**src/rtl/write_buffer.sv**
```systemverilog
// Posted-write buffer: queues cache write-backs in a FIFO and drains them to memory
// in order, holding fill reads until every earlier write has completed.
module write_buffer #(
  parameter int DEPTH = 4
) (
  input  logic        CLK,
  input  logic        Reset,
  input  logic        WE,
  input  logic [31:0] WAddr,
  input  logic [31:0] WD,
  output logic        Full,
  output logic        Empty,
  input  logic        RE,
  input  logic [31:0] RAddr,
  output logic        RReady,
  output logic [31:0] RD,
  output logic        MReq,
  output logic        MWE,
  output logic [31:0] MAddr,
  output logic [31:0] MWD,
  input  logic        MReady,
  input  logic [31:0] MRD
);

  localparam int AW = $clog2(DEPTH);
  localparam logic [AW:0] FULL_CNT = (AW+1)'(DEPTH);

  typedef enum logic [1:0] {
    S_IDLE  = 2'd0,
    S_WRITE = 2'd1,
    S_READ  = 2'd2,
    S_RDONE = 2'd3
  } state_t;

  state_t        state_q, state_d;
  logic [AW-1:0] head_q, head_d, tail_q, tail_d;
  logic [AW:0]   count_q, count_d;
  logic [31:0]   addr_mem_q [DEPTH];
  logic [31:0]   data_mem_q [DEPTH];
  logic          mreq_q, mreq_d, mwe_q, mwe_d, rready_q, rready_d;
  logic [31:0]   maddr_q, maddr_d, mwd_q, mwd_d, rd_q, rd_d;
  logic          push, pop;

  // RE forces Full so that no new write can slip in ahead of a pending fill read.
  assign Full   = (count_q == FULL_CNT) | RE;
  assign Empty  = (count_q == {(AW+1){1'b0}});
  assign push   = WE & ~Full;
  assign MReq   = mreq_q;
  assign MWE    = mwe_q;
  assign MAddr  = maddr_q;
  assign MWD    = mwd_q;
  assign RReady = rready_q;
  assign RD     = rd_q;

  always_comb begin
    state_d  = state_q;
    mreq_d   = 1'b0;
    mwe_d    = 1'b0;
    maddr_d  = maddr_q;
    mwd_d    = mwd_q;
    rready_d = 1'b0;
    rd_d     = rd_q;
    pop      = 1'b0;
    case (state_q)
      S_IDLE: begin
        if (count_q != {(AW+1){1'b0}}) begin
          state_d = S_WRITE;
          mreq_d  = 1'b1;
          mwe_d   = 1'b1;
          maddr_d = addr_mem_q[head_q];
          mwd_d   = data_mem_q[head_q];
        end else if (RE) begin
          state_d = S_READ;
          mreq_d  = 1'b1;
          maddr_d = RAddr;
        end else begin
          state_d = S_IDLE;
        end
      end
      S_WRITE: begin
        if (MReady) begin
          pop     = 1'b1;
          state_d = S_IDLE;
        end else begin
          mreq_d = 1'b1;
          mwe_d  = 1'b1;
        end
      end
      S_READ: begin
        if (MReady) begin
          rd_d     = MRD;
          rready_d = 1'b1;
          state_d  = S_RDONE;
        end else begin
          mreq_d = 1'b1;
        end
      end
      S_RDONE: state_d = S_IDLE;
      default: state_d = S_IDLE;
    endcase
  end

  always_comb begin
    head_d  = head_q + AW'(pop);
    tail_d  = tail_q + AW'(push);
    count_d = count_q + (AW+1)'(push) - (AW+1)'(pop);
  end

  always_ff @(posedge CLK or negedge Reset) begin
    if (!Reset) begin
      state_q  <= S_IDLE;
      head_q   <= {AW{1'b0}};
      tail_q   <= {AW{1'b0}};
      count_q  <= {(AW+1){1'b0}};
      mreq_q   <= 1'b0;
      mwe_q    <= 1'b0;
      rready_q <= 1'b0;
      maddr_q  <= 32'h0;
      mwd_q    <= 32'h0;
      rd_q     <= 32'h0;
    end else begin
      state_q  <= state_d;
      head_q   <= head_d;
      tail_q   <= tail_d;
      count_q  <= count_d;
      mreq_q   <= mreq_d;
      mwe_q    <= mwe_d;
      rready_q <= rready_d;
      maddr_q  <= maddr_d;
      mwd_q    <= mwd_d;
      rd_q     <= rd_d;
    end
  end

  always_ff @(posedge CLK or negedge Reset) begin
    if (!Reset) begin
      for (int i = 0; i < DEPTH; i++) begin
        addr_mem_q[i] <= 32'h0;
        data_mem_q[i] <= 32'h0;
      end
    end else if (push) begin
      addr_mem_q[tail_q] <= WAddr;
      data_mem_q[tail_q] <= WD;
    end
  end

endmodule

```
**config.mk**
```make
export PLATFORM = sky130hd
export DESIGN_NAME = write_buffer
export DESIGN_NICKNAME = d
export VERILOG_FILES = /design/src/rtl/write_buffer.sv
export SDC_FILE = /design/constraint.sdc
export NUM_CORES = 1
export LEC_CHECK = 0
export ABC_CLOCK_PERIOD_IN_PS = 2700
export CORE_MARGIN = 5
export CORE_UTILIZATION = 54
export CTS_CLUSTER_SIZE = 12
export DETAILED_ROUTE_END_ITERATION = 8
export GPL_ROUTABILITY_DRIVEN = 0
export PLACE_DENSITY = 0.81
export SYNTH_ARGS = -nofsm -noshare
export SYNTH_HDL_FRONTEND = slang
export SYNTH_SLANG_ARGS = --single-unit
```
**constraint.sdc**
```tcl
create_clock -name CLK -period 2.7 [get_ports CLK]
set_input_delay 0.54 -clock CLK [delete_from_list [all_inputs] [get_ports CLK]]
set_output_delay 0.54 -clock CLK [all_outputs]
set_load 0.03 [all_outputs]
```
### Word level (Yosys, flattened, before mapping)

Cells that the tools add are included.

* bitwise operators: 5
* reduce and logical (&&, ||, !) cells: 10
* add/sub/neg operators: 4
* equality and inequality tests: 6
* $lt $le $gt $ge: 3
* muxes and demuxes: 26

Operators by type and width (number)
* bitwise mux 128 bit: 2
* two-way mux 32 bit: 7
* binary-select mux 32 bit (select 2 bit): 2
* demux 32 bit (select 2 bit): 1
* two-way mux 2 bit: 4
* case mux 2 bit (4 select lines): 1
* AND reduction 2 bit: 4
* two-way mux 1 bit: 7
* greater-or-equal comparator 3 bit, second input constant: 2
* NOT 2 -> 3 bit: 2
* adder 2 x 1 -> 2 bit: 2
* == test 2 bit, second input constant: 2
* != test 2 bit, second input constant: 2
* case mux 1 bit (2 select lines): 2
* adder 3 x 1 -> 3 bit: 1
* == test 3 bit, second input constant: 1
* zero test 3 bit: 1
* < comparator 3 x 1 -> 1 bit, second input constant: 1
* nonzero test 3 bit: 1
* subtractor 3 x 1 -> 3 bit: 1
* == test 2 x 1 -> 1 bit, second input constant: 1
* zero test 2 bit: 1
* nonzero test 2 bit: 1
* OR reduction 2 bit: 1
* 4 further kinds: 4

* output and inout port bits: 101
* word-level logic and storage cells: 72
* input bits: 133
* register bits: 364

### Depth between registers and ports, before layout

* depth after elaboration: 6
* mapped depth: 10

### Worst setup path after synthesis

OpenSTA, ideal clock, no wires.

* path type: input port to flip-flop
* start: input RE
* end: register count_q[2]
* library setup time: 0.124 ns
* path slack: 0.566 ns
* data required time: 2.576 ns
* arrival time: 2.011 ns
* cell stages on the path: 9
* cell sequence: buf_4 nor2_1 nand2_1 ha_1 inv_1 ha_1 fa_1 xor2_1 xnor2_1

* cells in the longest elaborated chain, start to end: 5

RTL lines
* start: declaration: line 13 `input logic RE,`
* bitwise OR 1 bit: line 45 `assign Full = (count_q == FULL_CNT) | RE;`
* NOT 1 bit: line 47 `assign push = WE & ~Full;`
* bitwise AND 1 bit: line 47
* adder 3 x 1 -> 3 bit: line 106 `count_d = count_q + (AW+1)'(push) - (AW+1)'(pop);`
* subtractor 3 x 1 -> 3 bit: line 106
* named net count_d[2]: line 37 `logic [AW:0] count_q, count_d;`
* end signal: assignment: line 114 `count_q <= {(AW+1){1'b0}};`
* end signal: assignment: line 125 `count_q <= count_d;`
* end: declaration: line 37

The timed path passes the listed nets, and every way through them passes these cells.
A chain may end at the register's enable or synchronous reset.

### Final worst setup path

* start: register count_q[1]
* end: output Empty

* cells in the longest elaborated chain, start to end: 1

RTL lines
* zero test 3 bit: line 46 `assign Empty = (count_q == {(AW+1){1'b0}});`
* end: declaration: line 12 `output logic Empty,`

No other way between the ends.

==> impl_metrics.csv <==
group,metric,value,unit
layout,final_cell_area,0.0196,sq mm
sta,tightest_slew,0.876,ns
critical_path,worst-setup-path-type,"reg -> out",
layout,drive_above_1_share,34.2,%
floorplan,core,0.0285,sq mm
logic_synthesis,synth_edf_count,0,
logic_synthesis,seq_area_frac_synth,59.0,%
logic_synthesis,synth_top_area_share,59.0,%
grt,antenna_found_initial,2,
routing,drt.antenna.violating_nets,0,
grt,grt_start_max_net_pins,65,
logic_synthesis,syn_area,0.0154,sq mm
routing,wl_per_cell,21.5,microns
floorplan,die_width,179,microns
power_and_ir_drop,p_per_area,1310,mW/mm^2
logic_synthesis,yosysTopAreaCell,"dfrtp_1",
placement,port_buffers,233,
routing,vias,9132,
layout,num-fill-cells,1928,
grt,grt_use_total,22.0,%
placement,dpl.hpwl,22400,microns
clock_network,clock_sinks,364,
power_and_ir_drop,ir_worst_vdd,0.851,mV
routing,drt_wl_total,34800,microns
critical_path,regToRegEndpoint,"count_q[2]$_DFF_PN0_",
worst_hold_path,hp-class,"reg -> reg",
sta,max_freq,405,MHz
power_and_ir_drop,p_leak,8.18,nW
clock_network,clk_pin_slew,0.06,ns
sta,finalSetupViolCount,0,
logic_synthesis,syn_area_per_cell,16.0,sq um
floorplan,initial_core_util,54.2,%
layout,syn_to_final_growth,26.7,%
layout,multi_input_area,0.00591,sq mm
clock_network,postCtsSetupBuffers,0,
grt,grt_overflow,0,
critical_path,critPathLaunchType,"flop",
logic_synthesis,synthTopCellsByArea,"dfrtp_1 59%, mux2_2 19%, mux4_2 9.3%, mux2_1 4.4%, o22ai_1 0.93%",
layout,nNetsFinal,1353,
critical_path,ff2ff_setup_slack,0.45,ns
critical_path,reg2reg_depth,9,
logic_synthesis,syn_inst,964,
placement,placed_cell_area,0.0184,sq mm
worst_hold_path,worstHoldEndpoint,"addr_mem_q[104]$_DFFE_PN0P_",
sta,min_period,2.47,ns
logic_synthesis,synthTopCellsByCount,"364 x dfrtp_1, 260 x mux2_2, 64 x mux4_2",
floorplan,die_area,0.0321,sq mm
worst_hold_path,min_from,"addr_mem_q[104]$_DFFE_PN0P_",
clock_network,cts-htree-levels,2,
logic_synthesis,yosysWarnings,0,
sta,hold_viol,0,
sta,slew_headroom,41.6,%
clock_network,tritoncts,"yes",
logic_synthesis,synth-async-reset-ratio,100,%
grt,grt_pass1_wl,55500,microns
floorplan,ioPinCount,234,
clock_network,clk_latency,0.52,ns
logic_synthesis,ys.flop_type,"dfrtp_1",
floorplan,rows,62,
sta,maxSlewViolCount,0,
critical_path,cp-end-kind,"output port",
logic_synthesis,synth_cell_types,31,
run,maxCapViolCount,0,
power_and_ir_drop,fin_total_pwr,25.6,mW
routing,drtIter0Drc,542,
logic_synthesis,yosysMostFrequentCell,"dfrtp_1",
critical_path,cp.arrival,1.93,ns
critical_path,rr_startpoint,"count_q[1]$_DFF_PN0_",
critical_path,worst_ep_required_time,2.16,ns
outcome,status,"finished clean",
clock_network,cts-root-buf,"clkbuf_16",
layout,final_util,68.7,%
layout,diodes,0,
worst_hold_path,hold_path_depth,1,
sta,grt_setup_unrepaired,"no",
layout,seq_area,0.00912,sq mm
grt,grt_pass1_vias,10300,
clock_network,cts_made_buffers,38,
routing,drc,0,
routing,viasPerCell,5.64,
routing,firstDrtPassIters,4,
clock_network,cts_max_path_buffers,3,
floorplan,die_h,179,microns
sta,final.setup.tns,0,ns
critical_path,path_max_fanout,6,
sta,finalCritPeriodShare,91.5,%
logic_synthesis,syn-num-nets,1106,
logic_synthesis,ys_ff_latch,364,
sta,final.setup_skew,0.0133,ns
flip-flops by register name, summed over array words and instances (netlist names), 2 cells and up:
register,cells
data_mem_q,128
count_q,3
tail_q,2
addr_mem_q,128
RD,32
MWD,32
state_q,2
MAddr,32
head_q,2
routing by layer:
layer,part of all wire (%),vias to the layer above,routed length (microns),track usage [%]
met5,0.040,-,14,0
met4,2.3,4,801,5.76
met3,5.4,60,1890,4.70
met2,51,213,17800,37.8
met1,41,4838,14400,28.7
li1,-,4017,-,-
layout make-up:
cell class | instances | share of cell area, %
multi-input combinational | 528 | 30.2
timing repair buffer | 269 | 14.4
tap | 384 | 2.46
clock buffer | 62 | 6.11
sequential | 364 | 46.6
inverter | 10 | 0.192
clock inverter | 1 | 0.0256
kinds of logic (layout without fill, tap and decap cells):
| kind of cell | count (synthesis) | in the layout | synth area share (%) |
|---|---|---|---|
| AND/OR/NAND/NOR | 70 | 70 | 2.20 |
| adder cells (fa/ha/maj) | 9 | 9 | 0.778 |
| XOR/XNOR | 4 | 4 | 0.227 |
| AO/OA/AOI/OAI | 61 | 61 | 2.31 |
| flip-flops | 364 | 364 | 59.0 |
| multiplexers | 384 | 384 | 32.7 |
| buffers and inverters | 72 | 342 | 2.80 |
how the worst max path moves through the flow:
| stage | cells after the start | start | endpoint |
|---|---|---|---|
| floorplan | 9 | RE | count_q[2]$_DFF_PN0_ |
| global placement | 9 | MReady | count_q[2]$_DFF_PN0_ |
| detailed placement | 9 | MReady | count_q[2]$_DFF_PN0_ |
| CTS | 3 | count_q[1]$_DFF_PN0_ | Empty |
| global route | 3 | count_q[1]$_DFF_PN0_ | Empty |
| finish | 3 | count_q[1]$_DFF_PN0_ | Empty |
critical path, cell delays in order, from the launching register on:
cell	delay, ns
dfrtp_1	0.47
or3_1	0.40
clkinv_1	0.07
dlygate4sd2_1	0.48
stage by stage:
step	instances	hold slack [ns]	setup slack [ns]
after CTS	1618	0.487	0.197
after global placement	1554	0.462	0.227
after global routing	1618	0.502	0.157
after detailed placement	1554	0.470	0.189
after floorplan	964	0.244	0.566
final	1618	0.483	0.229
cell usage in the layout (no fill, tap or decap):
cell type / n
dfrtp_1: 362
mux2_2: 260
clkdlybuf4s50_1: 230
mux4_2: 64
mux2_1: 60
clkbuf_16: 41
nor2_1: 37
a21oi_1: 24
o22ai_1: 23
nand2_1: 21
buf_4: 19
buf_12: 17
clkbuf_1: 12
a31oi_1: 11
inv_1: 9
clkbuf_8: 9
ha_1: 8
xor2_1: 3
nand2b_1: 2
nor4_4: 2
nor4b_2: 2
dfrtp_4: 2
o21bai_1: 1
or4b_2: 1
nand3_1: 1
nor3b_4: 1
and2_1: 1
or3_1: 1
nand2_2: 1
o21ai_0: 1
o41a_2: 1
xnor2_1: 1
clkinv_1: 1
fa_1: 1
clkinv_2: 1
dlygate4sd3_1: 1
buf_8: 1
dlygate4sd2_1: 1
repair_timing:
| item | CTS | global route |
|---|---|---|
| gates resized for setup | 1 | 0 |
| setup endpoints to repair | 1 | 0 |
| hold buffers | 1 | 0 |
| endpoints found under the hold margin | 44 | 0 |
report_power, final:
group,internal (mW),switching [mW]
clock network,3.00,2.02
logic,5.83,4.85
registers,8.27,1.62
total,17.1,8.49
Note: power is estimated with default switching activity, not from simulation.
